File: config.mk
export PLATFORM = sky130hd
export DESIGN_NAME = dsp_mac_seq
export DESIGN_NICKNAME = d
export VERILOG_FILES = /design/src/rtl/dsp_mac_pkg.sv /design/src/rtl/dsp_mac_tagpipe.sv /design/src/rtl/dsp_mac_seq.sv
export SDC_FILE = /design/constraint.sdc
export NUM_CORES = 1
export LEC_CHECK = 0
export BUFFER_PORTS_ARGS = -buffer_cell sky130_fd_sc_hd__buf_4
export CORE_MARGIN = 1
export CORE_UTILIZATION = 43
export CTS_BUF_LIST = sky130_fd_sc_hd__clkbuf_8
export DETAILED_ROUTE_END_ITERATION = 8
export GPL_TIMING_DRIVEN = 0
export PLACE_DENSITY = 0.77
export SYNTH_ARGS = -nofsm -noshare
export SYNTH_HDL_FRONTEND = slang
export SYNTH_SLANG_ARGS = --single-unit
File: constraint.sdc
create_clock -name clk -period 2.5 [get_ports clk]
set_clock_uncertainty 0.2 [all_clocks]
set_input_delay 0.5 -clock clk [delete_from_list [all_inputs] [get_ports clk]]
set_output_delay 0.5 -clock clk [all_outputs]
set_load 0.03 [all_outputs]
File: src/rtl/dsp_mac_pkg.sv
// Shared types and constants for the DSP48A1 dot-product sequencer.
package dsp_mac_pkg;

    typedef enum logic [1:0] {
        IDLE,
        RUN,
        DRAIN,
        DONE
    } state_t;

    typedef struct packed {
        logic valid;
        logic first;
        logic last;
    } tag_t;

    localparam logic [7:0] OPM_MUL_INIT   = 8'h01;
    localparam logic [7:0] OPM_MUL_ACC    = 8'h09;
    localparam int         OPM_PREADD_BIT = 4;
    localparam int         DEF_PIPE_LAT   = 3;

endpackage

File: src/rtl/dsp_mac_tagpipe.sv
// Shift register that carries issue-slot tags alongside the DSP operand pipeline.
module dsp_mac_tagpipe
    import dsp_mac_pkg::*;
#(
    parameter int DEPTH = 2
) (
    input  logic clk,
    input  logic RSTA,
    input  tag_t tag_in,
    output tag_t tag_out
);

    tag_t [DEPTH-1:0] pipe_d;
    tag_t [DEPTH-1:0] pipe_q;

    always_comb begin
        pipe_d[0] = tag_in;
        for (int i = 1; i < DEPTH; i++) begin
            pipe_d[i] = pipe_q[i-1];
        end
    end

    always_ff @(posedge clk or posedge RSTA) begin
        if (RSTA) begin
            pipe_q <= '0;
        end else begin
            pipe_q <= pipe_d;
        end
    end

    assign tag_out = pipe_q[DEPTH-1];

endmodule

File: src/rtl/dsp_mac_seq.sv
// Dot-product sequencer driving an external DSP48A1 slice as a multiply-accumulator.
// Define DSP_MAC_SEQ_PREADD_EN to add the D pre-adder path (product = (d+b)*a).
module dsp_mac_seq
    import dsp_mac_pkg::*;
#(
    parameter int LEN_W    = 8,
    parameter int PIPE_LAT = DEF_PIPE_LAT
) (
    input  logic             clk,
    input  logic             RSTA,
    input  logic             start,
    input  logic [LEN_W-1:0] len,
    input  logic             in_valid,
    output logic             in_ready,
    input  logic [17:0]      a_in,
    input  logic [17:0]      b_in,
`ifdef DSP_MAC_SEQ_PREADD_EN
    input  logic [17:0]      d_in,
    output logic [17:0]      dsp_d,
`endif
    output logic [17:0]      dsp_a,
    output logic [17:0]      dsp_b,
    output logic [7:0]       dsp_opmode,
    output logic             dsp_ce,
    input  logic [47:0]      dsp_p,
    output logic             busy,
    output logic             res_valid,
    output logic [47:0]      res_data
);

    state_t           state_d, state_q;
    logic [LEN_W-1:0] len_d, len_q;
    logic [LEN_W-1:0] cnt_d, cnt_q;
    logic             in_ready_d, in_ready_q;
    logic             ce_d, ce_q;
    logic             busy_d, busy_q;
    logic             res_valid_d, res_valid_q;
    logic [47:0]      res_data_d, res_data_q;
    logic             last_done_d, last_done_q;

    logic handshake;
    tag_t issue_tag;
    tag_t aligned_tag;

    assign handshake = in_valid & in_ready_q;

    always_comb begin
        issue_tag.valid = handshake;
        issue_tag.first = handshake && (cnt_q == '0);
        issue_tag.last  = handshake && (cnt_q == len_q - LEN_W'(1));
    end

    // Tags reach the post-adder together with M, one cycle before P updates.
    dsp_mac_tagpipe #(
        .DEPTH(PIPE_LAT - 1)
    ) u_tagpipe (
        .clk    (clk),
        .RSTA   (RSTA),
        .tag_in (issue_tag),
        .tag_out(aligned_tag)
    );

    // High in the cycle after the last tag has been folded into P.
    assign last_done_d = aligned_tag.valid & aligned_tag.last;

    always_comb begin
        state_d     = state_q;
        len_d       = len_q;
        cnt_d       = cnt_q;
        res_data_d  = res_data_q;
        res_valid_d = 1'b0;
        case (state_q)
            IDLE: begin
                if (start) begin
                    if (len != '0) begin
                        len_d   = len;
                        cnt_d   = '0;
                        state_d = RUN;
                    end else begin
                        res_data_d  = '0;
                        res_valid_d = 1'b1;
                        state_d     = DONE;
                    end
                end
            end
            RUN: begin
                if (handshake) begin
                    cnt_d = cnt_q + LEN_W'(1);
                    if (issue_tag.last) begin
                        state_d = DRAIN;
                    end
                end
            end
            DRAIN: begin
                if (last_done_q) begin
                    res_data_d  = dsp_p;
                    res_valid_d = 1'b1;
                    state_d     = DONE;
                end
            end
            DONE:    state_d = IDLE;
            default: state_d = IDLE;
        endcase
        in_ready_d = (state_d == RUN);
        ce_d       = (state_d == RUN) || (state_d == DRAIN);
        busy_d     = (state_d != IDLE);
    end

    always_ff @(posedge clk or posedge RSTA) begin
        if (RSTA) begin
            state_q     <= IDLE;
            len_q       <= '0;
            cnt_q       <= '0;
            in_ready_q  <= 1'b0;
            ce_q        <= 1'b0;
            busy_q      <= 1'b0;
            res_valid_q <= 1'b0;
            res_data_q  <= '0;
            last_done_q <= 1'b0;
        end else begin
            state_q     <= state_d;
            len_q       <= len_d;
            cnt_q       <= cnt_d;
            in_ready_q  <= in_ready_d;
            ce_q        <= ce_d;
            busy_q      <= busy_d;
            res_valid_q <= res_valid_d;
            res_data_q  <= res_data_d;
            last_done_q <= last_done_d;
        end
    end

    // Bubbles feed zeros so they add M=0 while the pipeline keeps running.
    assign dsp_a = handshake ? a_in : '0;
    assign dsp_b = handshake ? b_in : '0;
`ifdef DSP_MAC_SEQ_PREADD_EN
    assign dsp_d = handshake ? d_in : '0;
`endif

    always_comb begin
        dsp_opmode = 8'h00;
        if (ce_q) begin
            dsp_opmode = (aligned_tag.valid && aligned_tag.first) ? OPM_MUL_INIT : OPM_MUL_ACC;
`ifdef DSP_MAC_SEQ_PREADD_EN
            dsp_opmode[OPM_PREADD_BIT] = 1'b1;
`endif
        end
    end

    assign in_ready  = in_ready_q;
    assign dsp_ce    = ce_q;
    assign busy      = busy_q;
    assign res_valid = res_valid_q;
    assign res_data  = res_data_q;

endmodule

After elaboration in Yosys (flattened, before gate mapping)
Cells that the tools add are included.
{ "word_totals": {"ff_bits": 77, "in_bits": 96, "wordCells": 65} }
{ "classes": {"n_addsub": 2, "n_eq_ne": 11, "mux": 22, "bitwise": 2, "reduce_logical": 13} }
{ "op_table": {"columns": ["operator", "count"], "rows": [
  ["$mux W48", 3],
  ["$pmux W48 S2", 1],
  ["$mux W18", 2],
  ["$mux W8", 3],
  ["$pmux W8 S2", 1],
  ["$mux W2", 5],
  ["$ne A2 B2 Y1 const B", 5],
  ["$add A8 B1 Y8 const B", 1],
  ["$eq A8 B8 Y1", 1],
  ["$logic_not A8 Y1", 1],
  ["$mux W4", 2],
  ["$pmux W2 S4", 1],
  ["$reduce_and A4 Y1", 2],
  ["$reduce_bool A8 Y1", 1],
  ["$sub A8 B1 Y8 const B", 1],
  ["$eq A2 B2 Y1 const B", 3],
  ["$reduce_bool A2 Y1", 3],
  ["$eq A2 B1 Y1 const B", 2],
  ["$logic_and A1 B1 Y1", 3],
  ["$mux W1", 3],
  ["$reduce_and A3 Y1", 1],
  ["$and A1 B1 Y1", 2],
  ["$logic_not A2 Y1", 1],
  ["$pmux W1 S2", 1],
  ["$logic_or A1 B1 Y1", 1]
]} }

Depth between registers and ports, before layout
Gate-level depths: netlist of run 1.
{ "depth": {"depth_word": 8, "mapped_depth": 9, "mapped_depth_nobuf": 9} }

Hierarchy
A second synthesis of run 1 with hierarchy kept.
{ "unflattened": {"hier_cells": 401, "area_unflattened_um2": 3782.4} }
{ "modules_own_cells": {"columns": ["module", "n_inst", "cells_per_inst", "area_per_inst_um2", "seq_area_each_um2"], "rows": [
  ["dsp_mac_seq", 1, 394, 3628.5, 1776.7],
  ["dsp_mac_tagpipe", 1, 7, 153.9, 150.1]
]} }

Worst setup path after synthesis of run 1
Ideal clock, no wire load.
{ "synth_path": {"path_kind": "reg2reg", "from": "reg len_q[0]", "to": "reg ce_q (netlist: dsp_ce)", "setup_time_ns": 0.113, "arrival_time_ns": 2.217, "required_ns": 2.187, "slack_ns": -0.030, "path_stages_with_launch": 10, "n_path_buf": 0, "path_cell_list": "dfrtp_1 > inv_1 > ha_1 > o21bai_1 > a2111oi_2 > a311oi_2 > a2111oi_4 > a21oi_1 > ha_1 > inv_1"} }
{ "synth_lines": {"columns": ["item", "line", "rtl"], "rows": [
  ["start, declared", "dsp_mac_seq.sv:32", "logic [LEN_W-1:0] len_d, len_q;"],
  ["start signal, assigned", "dsp_mac_seq.sv:122", "len_q <= len_d;"],
  ["end signal, assigned", "dsp_mac_seq.sv:115", "ce_q <= 1'b0;"],
  ["end signal, assigned", "dsp_mac_seq.sv:125", "ce_q <= ce_d;"],
  ["end, declared", "dsp_mac_seq.sv:35", "logic ce_d, ce_q;"]
]} }

==> load_flow_metrics.sql, run 1 <==
INSERT INTO impl_metrics (metric_group, metric, value, unit) VALUES
('cells_and_area', 'multi_input_area', '0.00153', 'mm2'),
('sta', 'timing.final.setup_violations', '1', ''),
('status', 'run_status', 'finished with violations', ''),
('floorplan', 'initial_standard_cell_utilization_of_the_core', '45.3', '%'),
('cells_and_area', 'mostFrequentLayoutCells', 'sky130_fd_sc_hd__buf_4 (203), sky130_fd_sc_hd__dfrtp_1 (76), sky130_fd_sc_hd__inv_1 (54)', ''),
('clocking', 'tritoncts', 'done', ''),
('global_route', 'grt_pass1_vias', '3455', ''),
('critical_path', 'arrival', '2.55', 'ns'),
('routing', 'drc_errors', '0', ''),
('clocking', 'ctsRootBufferMaster', 'sky130_fd_sc_hd__clkbuf_8', ''),
('global_route', 'gr-usage-all-layers', '23.8', '%'),
('global_route', 'pin_count_of_the_biggest_net_entering_global_routing', '41', ''),
('sta', 'max_freq', '398', 'MHz'),
('routing', 'vias_per_cell', '5.03', ''),
('routing', 'drt_iter0_drc', '203', ''),
('status', 'violations', 'negative setup slack', ''),
('cells_and_area', 'filler_cell_count', '687', ''),
('synth', 'syn-cell-area', '0.00378', 'mm2'),
('global_route', 'first_pass_grt_wire_length', '16800', 'um'),
('routing', 'dr_total_vias', '3608', ''),
('sta', 'layout_min_cycle_time', '2.51', 'ns'),
('synth', 'yosys_warnings', '0', ''),
('critical_path', 'timing.critical_path.mode_cell', 'sky130_fd_sc_hd__a2111oi_4', ''),
('pwr', 'peakVddDrop', '533', 'uV'),
('critical_path', 'worst-path-max-fanout', '4', ''),
('cells_and_area', 'final_core_utilization', '67.5', '%'),
('cells_and_area', 'final_common_cell', 'sky130_fd_sc_hd__buf_4', ''),
('critical_path', 'setup.worst_path.start_class', 'register', ''),
('floorplan', 'die_outline_height', '95.7', 'um'),
('floorplan', 'core-area', '0.00834', 'mm2'),
('global_route', 'grt_overflow', '0', ''),
('synth', 'postSynth.topFlopCell', 'sky130_fd_sc_hd__dfrtp_1', ''),
('critical_path', 'critical_path.top_delay_family', 'compound AO/OA/AOI/OAI gates', ''),
('critical_path', 'critPathRequiredTime', '2.53', 'ns'),
('floorplan', 'floorplan.die.width', '95.7', 'um'),
('routing', 'wl_per_cell', '15.0', 'um'),
('clocking', 'clk_latency', '0.34', 'ns'),
('run', 'max_cap_violations', '0', ''),
('synth', 'synth.avg_cell_area', '9.45', 'um2'),
('clocking', 'number_of_cts_inserted_buffers', '9', ''),
('hold_path', 'min-delay-path-class', 'primary input to async pin', ''),
('sta', 'worstMarginPinSlew', '0.885', 'ns'),
('routing', 'detail-route-antenna-nets', '0', ''),
('global_route', 'antenna_found_initial', '0', ''),
('clocking', 'htreeDepth', '3', ''),
('cells_and_area', 'num_antenna_cells', '0', ''),
('routing', 'drt_first_pass_iters', '4', ''),
('place', 'gp_routability_congestion', '0.796', ''),
('clocking', 'cts.clk_slew.worst_paths', '0.08', 'ns'),
('cells_and_area', 'drive_gt1_share', '39.9', '%'),
('synth', 'ys_seq_area_share', '51.0', '%'),
('sta', 'min_period_over_period', '101', '%'),
('critical_path', 'critical_path.cell_chain', 'inv_2 -> ha_4 -> o21bai_4 -> a2111oi_4 -> a311oi_2 -> a2111oi_4 -> buf_4 -> o21a_1 -> ha_1 -> inv_1', ''),
('cells_and_area', 'area.sequential', '0.00193', 'mm2'),
('synth', 'netlist_instances', '400', ''),
('synth', 'synth_cell_types', '45', ''),
('pwr', 'p_per_area', '679', 'mW/mm2'),
('sta', 'setup_ws', '-0.0135', 'ns'),
('cells_and_area', 'final_cells', '717', ''),
('place', 'place_inst', '696', ''),
('synth', 'asyncSetResetFlopFracSynth', '100', '%'),
('floorplan', 'ios', '192', ''),
('critical_path', 'cp_slowest_stage_delay', '0.49', 'ns'),
('cells_and_area', 'nNetsFinal', '709', ''),
('critical_path', 'worst_path_max_delay_cell', 'sky130_fd_sc_hd__a2111oi_4', ''),
('clocking', 'clock-sinks', '77', ''),
('cells_and_area', 'flow.area_growth_from_synthesis', '49.0', '%'),
('sta', 'max-slew-margin-rel', '40.9', '%'),
('sta', 'grt_setup_unrepaired', 'true', ''),
('floorplan', 'fp.dieArea', '0.00917', 'mm2'),
('synth', 'synth_edf_count', '0', '');
-- layout make-up --
type	count	area share [%]
timing repair buffer	193	26.0
sequential	77	34.2
tap	105	2.33
multi-input combinational	239	27.2
inverter	56	3.80
clock buffer	11	2.69
clock inverter	4	0.844
buffer	32	2.98
-- worst register-to-register path, stage by stage (launching register included) --
cell                        delay [ns]
sky130_fd_sc_hd__dfrtp_1          0.39
sky130_fd_sc_hd__inv_2            0.07
sky130_fd_sc_hd__ha_4             0.17
sky130_fd_sc_hd__o21bai_4         0.17
sky130_fd_sc_hd__a2111oi_4        0.35
sky130_fd_sc_hd__a311oi_2         0.10
sky130_fd_sc_hd__a2111oi_4        0.50
sky130_fd_sc_hd__buf_4            0.19
sky130_fd_sc_hd__o21a_1           0.10
sky130_fd_sc_hd__ha_1             0.13
sky130_fd_sc_hd__inv_1            0.03
-- metrics by stage --
step	hold slack, ns	area [um2]	TNS, ns	power (mW)
after floorplan	0.131	3810	0	2.35
after global placement	0.133	5330	-0.209	2.70
after detailed placement	0.135	5350	-0.298	2.75
after CTS	0.152	5590	0	3.74
after global routing	0.158	5630	-0.154	4.03
final	0.143	5630	-0.0135	3.83
-- Yosys cell counts, drive strengths merged, types with 3 or more instances --
| cell | n | share of area (%) |
|---|---|---|
| and3 | 37 | 6.1 |
| xnor2 | 5 | 1.2 |
| nand2 | 12 | 1.2 |
| nand4 | 4 | 0.66 |
| o21ai | 56 | 7.4 |
| clkbuf | 18 | 1.8 |
| mux2 | 6 | 1.8 |
| a21oi | 5 | 0.76 |
| dfrtp | 77 | 51 |
| a211oi | 3 | 0.73 |
| ha | 5 | 1.7 |
| nand2b | 3 | 0.50 |
| nor4 | 4 | 1.4 |
| xor2 | 7 | 1.6 |
| nor2 | 7 | 0.70 |
| inv | 56 | 5.6 |
| and2 | 5 | 0.83 |
| buf | 15 | 2.7 |
| nand3 | 50 | 6.6 |
-- report_power, final --
group	switching [mW]	internal (mW)	leakage, nW
clock	0.436	0.507	0.101
sequential	0.170	1.38	1.03
combinational	0.703	0.632	1.70
-- sequential cells by signal, indices dropped and copies added (netlist names) --
signal / flops
busy: 1
dsp_ce: 1
res_valid: 1
cnt_q: 8
len_q: 8
u_tagpipe.pipe_d: 3
in_ready: 1
state_q: 2
u_tagpipe.tag_out: 3
last_done_q: 1
res_data: 48
-- worst paths after layout --
kind	startpoint	endpoint	cells after the start	slack, ns
worst max-delay path	len_q[1]	busy	10	-0.01
worst min-delay path	RSTA	res_data[14]	2	0.14
worst max register to register	len_q[1]	busy	10	-0.01
worst min register to register	u_tagpipe.pipe_d[4]	u_tagpipe.tag_out[1]	0	0.15
max in group asynchronous	RSTA	res_data[28]	3	1.29
min in group clk	u_tagpipe.pipe_d[4]	u_tagpipe.tag_out[1]	0	0.15
-- cell families (layout without fill, tap and decap cells) --
group | after synthesis | after routing | share of synthesized area (%)
xor gates and xnor gates | 12 | 12 | 2.78
DFF | 77 | 77 | 51.0
adders and majority gates | 5 | 5 | 1.66
AOI/OAI and AO/OA | 78 | 78 | 12.7
and+or+nand+nor | 131 | 131 | 19.6
other | 1 | 6 | 0.0992
buffers and inverters | 89 | 296 | 10.1
muxes | 7 | 7 | 2.05
-- metal layers --
metal	GRT usage [%]	vias to the layer above	share of wire, %
li1	-	1750	-
met1	31.3	1718	42
met2	39.8	125	52
met3	4.90	15	4.9
met4	7.09	0	1.4
met5	0	-	0
-- timing repair --
| item | 4_1_cts | 5_1_grt |
|---|---|---|
| endpoints found under the setup margin | 3 | 4 |
| hold buffers | 0 | 0 |
| pin swaps | 1 | 7 |
| buffers inserted | 5 | 3 |
| resized for setup | 1 | 5 |
No activity file was read; power rests on OpenSTA's default activity.
==> run 2, diff against run 1 <==
- GPL_TIMING_DRIVEN: 0 -> unset
==> load_flow_metrics.sql, run 2 (same netlist as run 1, synthesis figures left out) <==
INSERT INTO impl_metrics (metric_group, metric, value, unit) VALUES
('global_route', 'pin_count_of_the_biggest_net_entering_global_routing', '78', ''),
('critical_path', 'criticalPathCategory', 'register to register', ''),
('cells_and_area', 'nNetsFinal', '683', ''),
('routing', 'vias_per_cell', '4.85', ''),
('global_route', 'grt_pass1_vias', '3134', ''),
('global_route', 'global_route.usage.met3', '4.27', '%'),
('cells_and_area', 'largest_register_ffs', '48', ''),
('cells_and_area', 'flow.area_growth_from_synthesis', '46.8', '%'),
('cells_and_area', 'post-route-cell-area', '0.00555', 'mm2'),
('global_route', 'top_usage_layer', 'met2', ''),
('floorplan', 'floorplan.die.width', '95.7', 'um'),
('critical_path', 'worst_path_max_delay_cell', 'sky130_fd_sc_hd__dfrtp_1', ''),
('global_route', 'grt_overflow', '0', ''),
('critical_path', 'arrival', '2.46', 'ns'),
('critical_path', 'critical_path.top_delay_family', 'simple AND/OR/NAND/NOR gates', ''),
('pwr', 'clock_power_share', '25.1', '%'),
('routing', 'dr_total_vias', '3359', ''),
('sta', 'worstMarginPinSlew', '0.860', 'ns'),
('pwr', 'internal_power', '2.47', 'mW'),
('sta', 'min_period_over_period', '96.3', '%'),
('critical_path', 'critical_path.cell_chain', 'nor4_4 -> and2_1 -> a311oi_2 -> a2111oi_4 -> a21oi_2 -> ha_1 -> inv_1', ''),
('sta', 'finalHoldViolCount', '0', ''),
('global_route', 'use_met1', '27.3', '%'),
('pwr', 'sequentialPowerShare', '41.4', '%'),
('floorplan', 'rows', '33', ''),
('critical_path', 'regToRegSetupSlack', '0.09', 'ns'),
('pwr', 'swShare', '34.6', '%'),
('clocking', 'htreeDepth', '3', ''),
('run', 'max_cap_violations', '0', ''),
('clocking', 'clk_latency', '0.35', 'ns'),
('floorplan', 'core-area', '0.00834', 'mm2'),
('clocking', 'number_of_cts_inserted_buffers', '9', ''),
('clocking', 'clock-sinks', '77', ''),
('cells_and_area', 'final_core_utilization', '66.5', '%'),
('critical_path', 'setup.worst_path.start_class', 'register', ''),
('critical_path', 'cp_slowest_stage_delay', '0.46', 'ns'),
('pwr', 'peakVddDrop', '476', 'uV'),
('clocking', 'cts.clk_slew.worst_paths', '0.08', 'ns'),
('critical_path', 'crit-reg2reg-capture', 'dsp_ce', ''),
('floorplan', 'initial_standard_cell_utilization_of_the_core', '45.3', '%'),
('floorplan', 'ios', '192', ''),
('routing', 'drc_errors', '0', ''),
('clocking', 'cts_buffer_depth', '2', ''),
('place', 'place_inst', '675', ''),
('sta', 'grt_setup_unrepaired', 'true', ''),
('place', 'port-buffer-count', '185', ''),
('place', 'placed_area', '0.00531', 'mm2'),
('critical_path', 'worst_reg_to_reg_cells', '7', ''),
('routing', 'drt_iter0_drc', '110', ''),
('routing', 'detail-route-antenna-nets', '0', ''),
('critical_path', 'crit_start', 'len_q[2]', ''),
('clocking', 'ctsHoldBuffers', '0', ''),
('sta', 'max-slew-margin-rel', '42.6', '%'),
('status', 'run_status', 'finished, final reports clean', ''),
('sta', 'max_freq', '415', 'MHz'),
('floorplan', 'die_outline_height', '95.7', 'um'),
('global_route', 'first_pass_grt_wire_length', '14900', 'um'),
('sta', 'fin_worst_hold_slack', '0.0514', 'ns'),
('cells_and_area', 'drive_gt1_share', '40.0', '%'),
('clocking', 'tritoncts', 'done', ''),
('sta', 'timing.final.setup_violations', '0', ''),
('global_route', 'antenna_found_initial', '0', ''),
('sta', 'setup_ws', '0.0931', 'ns'),
('pwr', 'logic_gate_share_of_total_power', '33.5', '%'),
('routing', 'wl_per_cell', '14.2', 'um'),
('critical_path', 'critPathRequiredTime', '2.55', 'ns'),
('clocking', 'ctsRootBufferMaster', 'sky130_fd_sc_hd__clkbuf_8', ''),
('hold_path', 'min-delay-path-class', 'primary input to async pin', ''),
('routing', 'drt_wl_total', '9800', 'um'),
('pwr', 'totalPowerFinal', '3.77', 'mW'),
('sta', 'layout_min_cycle_time', '2.41', 'ns'),
('pwr', 'power_switching', '1.31', 'mW'),
('cells_and_area', 'num_antenna_cells', '0', ''),
('place', 'preCtsSetupSlack', '0.0773', 'ns'),
('critical_path', 'worst-path-buf-inv', '1', ''),
('critical_path', 'timing.rr.start', 'len_q[2]', ''),
('pwr', 'p_per_area', '680', 'mW/mm2'),
('cells_and_area', 'mostFrequentLayoutCells', 'sky130_fd_sc_hd__buf_4 (196), sky130_fd_sc_hd__dfrtp_1 (77), sky130_fd_sc_hd__inv_1 (54)', ''),
('critical_path', 'worst-path-max-fanout', '6', ''),
('sta', 'final_max_slew_viol_count', '0', ''),
('sta', 'final.setup.tns', '0', 'ns'),
('cells_and_area', 'final_cells', '692', ''),
('routing', 'drt_first_pass_iters', '5', ''),
('critical_path', 'critical_path.endpoint_type', 'register', ''),
('global_route', 'gr-usage-all-layers', '21.4', '%'),
('cells_and_area', 'final_common_cell', 'sky130_fd_sc_hd__buf_4', ''),
('pwr', 'cellLeakagePower', '2.77', 'nW'),
('floorplan', 'fp.dieArea', '0.00917', 'mm2'),
('global_route', 'groute.layer.met2.usage', '36.2', '%'),
('place', 'final_hpwl_dp', '7240', 'um'),
('place', 'gp_routability_congestion', '0.833', '');
-- run 2: cell types whose count changed in the layout (fill, tap and decap cells not counted), moves of 2 or more --
cell                       change
sky130_fd_sc_hd__buf_12        +2
sky130_fd_sc_hd__buf_2         -4
sky130_fd_sc_hd__buf_4         -7
sky130_fd_sc_hd__clkbuf_1     -16
-- run 2: area by class of cell --
class | instances | area, um2
multi-input cells | 239 | 1540
clock buffers | 10 | 138
flip-flops and latches | 77 | 1930
fillers | 690 | 2790
repair buffers | 199 | 1530
inverters | 56 | 214
clock inverters | 6 | 62.6
well taps | 105 | 131
-- run 2: repair_timing --
item	4_1_cts	5_1_grt
resized for setup	0	6
setup buffers	0	1
endpoints found under the setup margin	0	3
-- run 2: worst register-to-register path: cells and delay by family (launching register included) --
| family | cells | cell delay, ns |
|---|---|---|
| compound gates | 3 | 0.66 |
| fa+ha+maj | 1 | 0.29 |
| buf+inv | 1 | 0.04 |
| flops | 1 | 0.46 |
| simple gates | 2 | 0.66 |
-- run 2: worst max path at each step --
stage                     endpoint  slack (ns)  cells after the start
final                       dsp_ce        0.09                      7
after global routing        dsp_ce       -0.02                      7
after CTS                   dsp_ce        0.05                      9
after detailed placement    dsp_ce        0.08                      9
after global placement      dsp_ce        0.12                      9
after floorplan             dsp_ce        0.04                      9
-- run 2: metal layers --
layer | vias up | wire length [um]
li1 | 1691 | -
met1 | 1566 | 4330
met2 | 87 | 4900
met3 | 15 | 391
met4 | 0 | 172
met5 | - | 0
-- run 2: power by group through the flow --
stage          combinational (mW)  clock, mW  sequential, mW
2_1_floorplan               0.803          0            1.55
6_report                     1.26      0.949            1.56
3_5_place_dp                 1.18          0            1.58
4_1_cts                      1.19      0.971            1.55
3_3_place_gp                 1.15          0            1.57
5_1_grt                      1.37       1.03            1.58
